**config.mk**
```make
export PLATFORM = sky130hd
export DESIGN_NAME = alu_d2_issuer
export DESIGN_NICKNAME = d
export VERILOG_FILES = /design/src/rtl/alu_d2_issuer.sv
export SDC_FILE = /design/constraint.sdc
export NUM_CORES = 1
export LEC_CHECK = 0
export BUFFER_PORTS_ARGS = -buffer_cell sky130_fd_sc_hd__clkbuf_2
export CORE_MARGIN = 2
export CORE_UTILIZATION = 45
export DETAILED_ROUTE_END_ITERATION = 8
export PLACE_DENSITY = 0.72
export SKIP_LAST_GASP = 1
export SYNTH_ARGS = -nofsm -noshare
export SYNTH_HDL_FRONTEND = slang
export SYNTH_SLANG_ARGS = --single-unit
```
**constraint.sdc**
```tcl
create_clock -name clk -period 3.1 [get_ports clk]
set_input_delay 0.155 -clock clk [delete_from_list [all_inputs] [get_ports clk]]
set_output_delay 0.155 -clock clk [all_outputs]
set_load 0.02 [all_outputs]
```
**src/rtl/alu_d2_issuer.sv**
```systemverilog
// alu_d2_issuer: issue stage in front of a 2-cycle, handshake-less 32-bit ALU.
// Requests arrive on a valid/ready port and are registered onto alu_a/alu_b/
// alu_op. A valid/tag shift pipeline (v0..v2, t0..t2) follows each op through
// the ALU latency. When the op reaches v2, alu_s is written into a response
// FIFO that drains on a valid/ready port. req_ready is a credit check: FIFO
// occupancy plus ops still in flight must stay below DEPTH. This guarantees
// that every op in flight has a free FIFO slot when its result arrives.
//
// Ports:
//   clk, rst_n                      clock, async active-low reset
//   req_valid/req_ready             request handshake
//   req_a, req_b, req_op, req_tag   request fields (op: 00 add, 01 sub, 10 and, 11 or)
//   alu_a, alu_b, alu_op            registered operands/op driven to the ALU
//   alu_s                           ALU result, valid 2 edges after operands change
//   resp_valid/resp_ready           response handshake
//   resp_data, resp_tag             FIFO head
//   idle                            nothing in flight and FIFO empty
module alu_d2_issuer #(
  parameter int DEPTH = 4,
  parameter int TAG_W = 4
) (
  input  logic             clk,
  input  logic             rst_n,
  input  logic             req_valid,
  output logic             req_ready,
  input  logic [31:0]      req_a,
  input  logic [31:0]      req_b,
  input  logic [1:0]       req_op,
  input  logic [TAG_W-1:0] req_tag,
  output logic [31:0]      alu_a,
  output logic [31:0]      alu_b,
  output logic [1:0]       alu_op,
  input  logic [31:0]      alu_s,
  output logic             resp_valid,
  input  logic             resp_ready,
  output logic [31:0]      resp_data,
  output logic [TAG_W-1:0] resp_tag,
  output logic             idle
);

  localparam int PW = (DEPTH > 1) ? $clog2(DEPTH) : 1;
  localparam int CW = $clog2(DEPTH + 1);
  localparam int SW = $clog2(DEPTH + 4) + 1;

  logic             v0, v1, v2;
  logic [TAG_W-1:0] t0, t1, t2;

  logic [31:0]      data_mem [DEPTH];
  logic [TAG_W-1:0] tag_mem  [DEPTH];
  logic [PW-1:0]    head, tail;
  logic [CW-1:0]    count;

  logic             accept, push, pop;
  logic [SW-1:0]    credit_use;

  function automatic logic [PW-1:0] ptr_next(input logic [PW-1:0] p);
    return (p == PW'(DEPTH - 1)) ? '0 : p + PW'(1);
  endfunction

  assign push       = v2;
  assign resp_valid = (count != '0);
  assign pop        = resp_valid && resp_ready;
  assign resp_data  = data_mem[head];
  assign resp_tag   = tag_mem[head];
  assign idle       = !(v0 | v1 | v2) && (count == '0);

  // A pop in this cycle frees a slot before any new op can reach the FIFO,
  // so it is credited back immediately.
  always_comb begin
    credit_use = SW'(count) + SW'(v0) + SW'(v1) + SW'(v2) - SW'(pop);
    req_ready  = (credit_use < SW'(DEPTH));
  end

  assign accept = req_valid && req_ready;

  always_ff @(posedge clk or negedge rst_n) begin
    if (!rst_n) begin
      alu_a  <= '0;
      alu_b  <= '0;
      alu_op <= '0;
      v0     <= 1'b0;
      v1     <= 1'b0;
      v2     <= 1'b0;
      head   <= '0;
      tail   <= '0;
      count  <= '0;
    end else begin
      if (accept) begin
        alu_a  <= req_a;
        alu_b  <= req_b;
        alu_op <= req_op;
      end
      v0 <= accept;
      v1 <= v0;
      v2 <= v1;
      if (push) tail <= ptr_next(tail);
      if (pop)  head <= ptr_next(head);
      case ({push, pop})
        2'b10:   count <= count + CW'(1);
        2'b01:   count <= count - CW'(1);
        default: count <= count;
      endcase
    end
  end

  // Tags and FIFO storage carry no reset; they are qualified by v*/count.
  always_ff @(posedge clk) begin
    if (accept) t0 <= req_tag;
    t1 <= t0;
    t2 <= t1;
    if (push) begin
      data_mem[tail] <= alu_s;
      tag_mem[tail]  <= t2;
    end
  end

  no_overflow: assert property (@(posedge clk) disable iff (!rst_n)
    !(push && !pop && (count == CW'(DEPTH))));

endmodule
```
==> results.py, run 1 <==
metrics = {
    "sta": {
        "post-route-period-util_pct": 103,
        "setup_viol": 67,
        "setup_slack_ns": -0.0828,
        "holdWs_ns": 0.153,
        "tightest_slew_ns": 0.967,
        "skew_ns": 0.0111,
        "slew_violations": 0,
        "layout_min_cycle_time_ns": 3.18,
        "relSlewSlack_pct": 35.5,
        "rsz0062_at_grt": "true",
        "hold_viol_final": 0,
        "max_freq_mhz": 314,
    },
    "grt": {
        "grt_pass1_wl_um": 28800,
        "overflow": 0,
        "grt_pass1_vias": 5602,
        "grt_max_degree": 77,
        "gr-usage-all-layers_pct": 18.2,
        "antenna_found_initial": 0,
    },
    "critical_path": {
        "cp.arrival_ns": 3.57,
        "critPathKind": "reg -> reg",
        "cp_cell_sequence": "or3_4, nand2_2, inv_2, ha_4, inv_2, fa_2, ha_4, a31oi_4, nor2_4, a41oi_4, buf_6, clkbuf_16, mux2_4",
        "critPathLaunchType": "flop",
        "critPathCaptureType": "flop",
        "crit_required_ns": 3.48,
        "cpPeakStageDelay_ns": 0.39,
        "critPathSlowestCell": "or3_4",
        "cp_max_fo": 8,
        "rrSetupSlack_ns": -0.08,
    },
    "power": {
        "max-vdd-ir-drop_v": 0.000678,
        "leakagePower_nw": 4.91,
        "p_per_area_nw_per_um2": 1040,
    },
    "placement": {
        "numPortBuffers": 210,
        "dp_hpwl_um": 10900,
        "dp_cells": 845,
        "pre_cts_ws_ns": -0.0729,
        "place_area_um2": 10000,
        "gp_congestion": 0.811,
    },
    "floorplanning": {
        "initial_core_util_pct": 45.9,
        "core_um2": 18700,
        "std_cell_rows": 50,
        "dieHeight_um": 142,
        "die-area_um2": 20200,
        "num_io_pins": 211,
        "die_w_um": 142,
    },
    "synth": {
        "synthesis.area_um2": 8580,
        "yosysSeqAreaShare_pct": 75.9,
        "avgSynthCellArea_um2": 21.3,
        "syn_nets": 522,
        "synth-seq-cells": 232,
        "syn_inst": 403,
        "yosysWarnings": 0,
        "synth_cell_types": 27,
    },
    "drt": {
        "dr_total_vias": 4965,
        "drc": 0,
        "top_layer_used": "met4",
        "wirelength_um": 18500,
        "drtIter0Drc": 170,
        "first_pass_iters": 4,
        "route.met2.wl_um": 9360,
        "routed-wl-met3_um": 1310,
        "ant_nets": 0,
        "wl_per_cell_um": 18.5,
        "via_per_inst": 4.98,
        "met1Wirelength_um": 7320,
    },
    "cts": {
        "clockBufferDepth": 3,
        "clockRootBuffer": "clkbuf_16",
        "cts.sinks": 232,
        "clk_latency_ns": 0.50,
        "cts_tree": "built",
        "h-tree-depth": 1,
        "cts_buffers": 24,
        "path_clk_slew_ns": 0.06,
    },
    "status": {
        "violations": "negative setup slack",
        "status": "complete, but fails checks",
    },
    "flow_run": {
        "maxCapViolCount": 0,
    },
    "cells_and_area": {
        "stdcell_count": 997,
        "final_cell_area_um2": 12000,
        "most-common-layout-cells": "clkbuf_2, edfxtp_1, dlygate4sd3_1",
        "layout.nets": 865,
        "drive_gt1_share_pct": 46.9,
        "antennaDiodeCount": 0,
        "mostFrequentLayoutCell": "clkbuf_2",
        "area_growth_pct": 39.8,
    },
    "hold_path": {
        "worstHoldPathType": "in -> reg",
    },
}
-- cell families after synthesis --
kind of cell | synth area share (%)
AOI/OAI and AO/OA | 0.700
xor gates and xnor gates | 0.409
adders and majority gates | 2.07
buffers and inverters | 1.69
DFF | 75.9
muxes | 18.4
and+or+nand+nor | 0.904
-- through the flow --
stage	power [mW]	setup TNS (ns)	utilization (%)
finish	12.5	-3.01	64.1
global route	13.1	-11.11	64.1
CTS	12.4	-1.78	63.7
detailed placement	9.19	-3.76	53.5
global placement	9.01	0	53.5
floorplan	7.70	0	-
-- final timing paths --
check                                 from  cells after the start        end
worst max-delay path              count[0]                     13  alu_b[14]
worst min-delay path            resp_ready                      5    head[0]
worst max register to register    count[0]                     13  alu_b[14]
worst min register to register       t1[1]                      0      t2[1]
max in group asynchronous            rst_n                      2    head[1]
min in group asynchronous            rst_n                      2  alu_a[11]
-- sequential cells by signal, summed over array words and instances, names as in the netlist --
signal,flops
count,3
tag_mem,16
t0,4
alu_b,32
t2,4
t1,4
alu_a,32
tail,2
alu_op,2
v1,1
v0,1
push,1
head,2
data_mem,128
-- layer usage --
metal / vias to the layer above / global-route usage [%]
met4: 0 / 5.68
li1: 2261 / -
met1: 2468 / 21.6
met2: 197 / 32.8
met3: 39 / 4.61
met5: - / 0
-- area by class of cell --
cell class | instances | area [um2]
clock inverters | 11 | 108
repair buffers | 332 | 2300
fillers | 1308 | 6710
multi-input cells | 142 | 2010
well taps | 234 | 293
flip-flops and latches | 232 | 6510
inverters | 14 | 56.3
clock buffers | 32 | 714
-- repair_timing --
action                     in CTS  in global routing
cloned                          1                  1
hold buffers                  103                  0
hold endpoints to repair      274                  0
buffers inserted                3                  2
resized for setup               6                 14
setup endpoints to repair      67                 71
pin swaps                       1                  7
-- power breakdown --
group          switching, mW  total [mW]  leakage [nW]  internal, mW
Sequential             0.518        4.65          2.31          4.13
Clock                   1.12        2.90         0.405          1.78
Combinational           2.59        4.90          2.20          2.32
Total                   4.23        12.5          4.91          8.23
-- Yosys cell counts --
| library cell | count | area [um2] |
|---|---|---|
| a21o_1 | 1 | 7.51 |
| a31oi_4 | 1 | 21.3 |
| a41oi_2 | 1 | 16.3 |
| and2_1 | 4 | 25.0 |
| buf_1 | 3 | 11.3 |
| buf_2 | 8 | 40.0 |
| buf_4 | 1 | 7.51 |
| buf_6 | 3 | 33.8 |
| dfrtp_1 | 76 | 1900 |
| dfxtp_1 | 8 | 160 |
| edfxtp_1 | 148 | 4440 |
| fa_1 | 2 | 40.0 |
| ha_1 | 11 | 138 |
| inv_1 | 14 | 52.6 |
| mux2_1 | 29 | 327 |
| mux2_2 | 38 | 428 |
| mux2i_1 | 1 | 10.0 |
| mux4_2 | 36 | 811 |
| nand2_1 | 3 | 11.3 |
| nand3_1 | 2 | 10.0 |
| nor2_1 | 2 | 7.51 |
| nor3_1 | 1 | 5.00 |
| nor4_1 | 1 | 6.26 |
| o21ai_0 | 3 | 15.0 |
| or3_1 | 2 | 12.5 |
| xnor2_1 | 3 | 26.3 |
| xor2_1 | 1 | 8.76 |
-- critical path, delay by kind of cell, from the launching register on --
| family | cells | cell delay, ns |
|---|---|---|
| adders and majority gates | 3 | 0.90 |
| muxes | 1 | 0.31 |
| AOI/OAI and AO/OA | 2 | 0.51 |
| and+or+nand+nor | 3 | 0.53 |
| DFF | 1 | 0.38 |
| buffers and inverters | 4 | 0.43 |
Note: power is estimated with default switching activity, not from simulation.
==> run 2, diff against run 1 <==
--- a/config.mk
+++ b/config.mk
@@ -6,10 +6,12 @@
 export NUM_CORES = 1
 export LEC_CHECK = 0
 export BUFFER_PORTS_ARGS = -buffer_cell sky130_fd_sc_hd__clkbuf_2
+export CAP_MARGIN = 20
 export CORE_MARGIN = 2
 export CORE_UTILIZATION = 45
 export DETAILED_ROUTE_END_ITERATION = 8
-export PLACE_DENSITY = 0.72
+export PLACE_DENSITY = 0.69
+export REMOVE_ABC_BUFFERS = 1
 export SKIP_LAST_GASP = 1
 export SYNTH_ARGS = -nofsm -noshare
 export SYNTH_HDL_FRONTEND = slang
==> constraint.sdc (replaced) <==
create_clock -name clk -period 3.7 [get_ports clk]
set_input_delay 0.185 -clock clk [delete_from_list [all_inputs] [get_ports clk]]
set_output_delay 0.185 -clock clk [all_outputs]
set_load 0.02 [all_outputs]
==> run 2 against run 1 <==
Against the previous run: the flow now finishes without violations; routed wire length is 1.5% lower; first-iteration DRC count is 5.3% lower; register-to-register slack better by 0.29 ns; clock-buffer cell count is 1 higher; clock skew is 0.0034 ns lower; global-route usage is 0.21 points higher; clock power is 20% lower; utilization is 1.6 points lower; via count is 0.12% lower; non-clock buffer count is 16 lower; hold slack worse by 0.080 ns.
==> results.py, run 2 (synthesized netlist as in run 1, its figures left out) <==
metrics = {
    "critical_path": {
        "cp.arrival_ns": 3.87,
        "r2r-start": "count[0]",
        "setup.worst_path.end": "alu_a[1]",
        "crit_required_ns": 4.08,
        "cp_cell_sequence": "or3_1, nand2_1, inv_1, ha_1, inv_1, fa_1, ha_1, a31oi_4, nor2_1, a41oi_4, buf_12, mux2_2",
        "critPathSlowestCell": "dfrtp_1",
        "rr_worst_depth": 12,
        "critPathKind": "reg -> reg",
        "crit_path_start": "count[0]",
        "reg2reg_to": "alu_a[1]",
        "crit_family": "adder cells",
        "worst-path-buf-inv": 3,
        "cpPeakStageDelay_ns": 0.43,
        "critPathLaunchType": "flop",
        "critPathCaptureType": "flop",
        "rrSetupSlack_ns": 0.21,
        "crit_cells": 12,
        "cp_max_fo": 53,
    },
    "sta": {
        "hold_viol_final": 0,
        "setup_viol": 0,
        "relSlewSlack_pct": 30.3,
        "tns_ns": 0,
        "tightest_slew_ns": 1.05,
        "rsz0062_at_grt": "false",
        "slew_violations": 0,
        "post-route-period-util_pct": 94.4,
        "max_freq_mhz": 286,
        "skew_ns": 0.00772,
        "layout_min_cycle_time_ns": 3.49,
    },
    "grt": {
        "overflow": 0,
        "grt_pass1_vias": 5608,
        "grt_pass1_wl_um": 29100,
        "antenna_found_initial": 0,
        "grt_max_degree": 77,
        "gr-usage-all-layers_pct": 18.4,
    },
    "drt": {
        "ant_nets": 0,
        "wl_per_cell_um": 18.5,
        "dr_total_vias": 4959,
        "wirelength_um": 18200,
        "drc": 0,
        "first_pass_iters": 4,
        "drtIter0Drc": 161,
        "via_per_inst": 5.05,
    },
    "cells_and_area": {
        "largest_register_ffs": 128,
        "drive_gt1_share_pct": 44.0,
        "most-common-layout-cells": "clkbuf_2, edfxtp_1, dlygate4sd3_1",
        "layout.nets": 849,
        "stdcell_count": 982,
        "largest-register": "data_mem",
        "fillers": 1294,
        "top_regs": "data_mem x128, alu_a x32, alu_b x32",
        "multi_input_area_um2": 1940,
        "seq_area_um2": 6510,
        "area_growth_pct": 36.3,
        "mostFrequentLayoutCell": "clkbuf_2",
    },
    "floorplanning": {
        "dieHeight_um": 142,
        "initial_core_util_pct": 45.9,
        "num_io_pins": 211,
        "die_w_um": 142,
        "core_um2": 18700,
        "die-area_um2": 20200,
        "std_cell_rows": 50,
    },
    "power": {
        "p_total_mw": 9.94,
        "p_per_area_nw_per_um2": 850,
        "leakagePower_nw": 4.75,
        "max-vdd-ir-drop_v": 0.000644,
    },
    "cts": {
        "cts_resized": 0,
        "clockRootBuffer": "clkbuf_16",
        "cts.sinks": 232,
        "cts_tree": "built",
        "cts_buffers": 24,
        "h-tree-depth": 1,
        "clk_latency_ns": 0.50,
        "clockBufferDepth": 3,
        "path_clk_slew_ns": 0.06,
        "cts_setup_buffers": 0,
        "cts_hold_buf": 103,
    },
    "hold_path": {
        "worstHoldPathType": "in -> reg",
    },
    "flow_run": {
        "maxCapViolCount": 0,
    },
    "placement": {
        "gp_congestion": 0.770,
        "dp_cells": 835,
        "dp_hpwl_um": 11000,
        "numPortBuffers": 210,
    },
    "status": {
        "status": "complete, no violations",
    },
}
[run 2: worst reg2reg max path, cell delays in order, from the launching register on]
cell and delay, ns:
dfrtp_1 0.43, or3_1 0.40, nand2_1 0.17, inv_1 0.08
ha_1 0.27, inv_1 0.05, fa_1 0.36, ha_1 0.31
a31oi_4 0.24, nor2_1 0.11, a41oi_4 0.22, buf_12 0.28
mux2_2 0.45
[run 2: cell type report]
cell class,instances,share of cell area [%]
well taps,234,2.50
inverters,14,0.450
diodes,1,0.0214
clock inverters,10,0.878
flip-flops and latches,232,55.7
clock buffers,33,5.61
multi-input cells,142,16.6
repair buffers,316,18.2
[run 2: per-stage QoR]
step | hold WS, ns | utilization, % | worst slack (ns) | instance area [um2]
2_1_floorplan | -0.111 | - | -1.42 | 8480
3_3_place_gp | 0.312 | 52.9 | 0.353 | 9900
3_5_place_dp | 0.322 | 52.9 | 0.225 | 9900
4_1_cts | 0.0536 | 62.5 | 0.208 | 11700
5_1_grt | 0.0889 | 62.5 | 0.0565 | 11700
6_report | 0.0725 | 62.5 | 0.207 | 11700
[run 2: per-layer routing]
metal	GRT usage [%]	routed length (um)
met1	22.6	7080
met2	32.6	9270
met3	5.11	1610
met4	4.26	244
met5	0	0
[run 2: power breakdown]
group	internal (mW)	total [mW]	leakage (nW)	switching [mW]
clock	1.38	2.31	0.375	0.929
combinational	1.67	3.71	2.07	2.04
sequential	3.47	3.92	2.31	0.451
total	6.51	9.94	4.75	3.42
[run 2: worst min path at each step]
| stage | start | slack [ns] | depth (start not counted) | end |
|---|---|---|---|---|
| after floorplan | rst_n | -0.11 | 0 | alu_a[0] |
| after global placement | t1[1] | 0.31 | 0 | t2[1] |
| after detailed placement | t1[3] | 0.32 | 0 | t2[3] |
| after CTS | resp_ready | 0.05 | 3 | head[0] |
| after global routing | resp_ready | 0.09 | 3 | head[0] |
| final | resp_ready | 0.07 | 3 | head[0] |
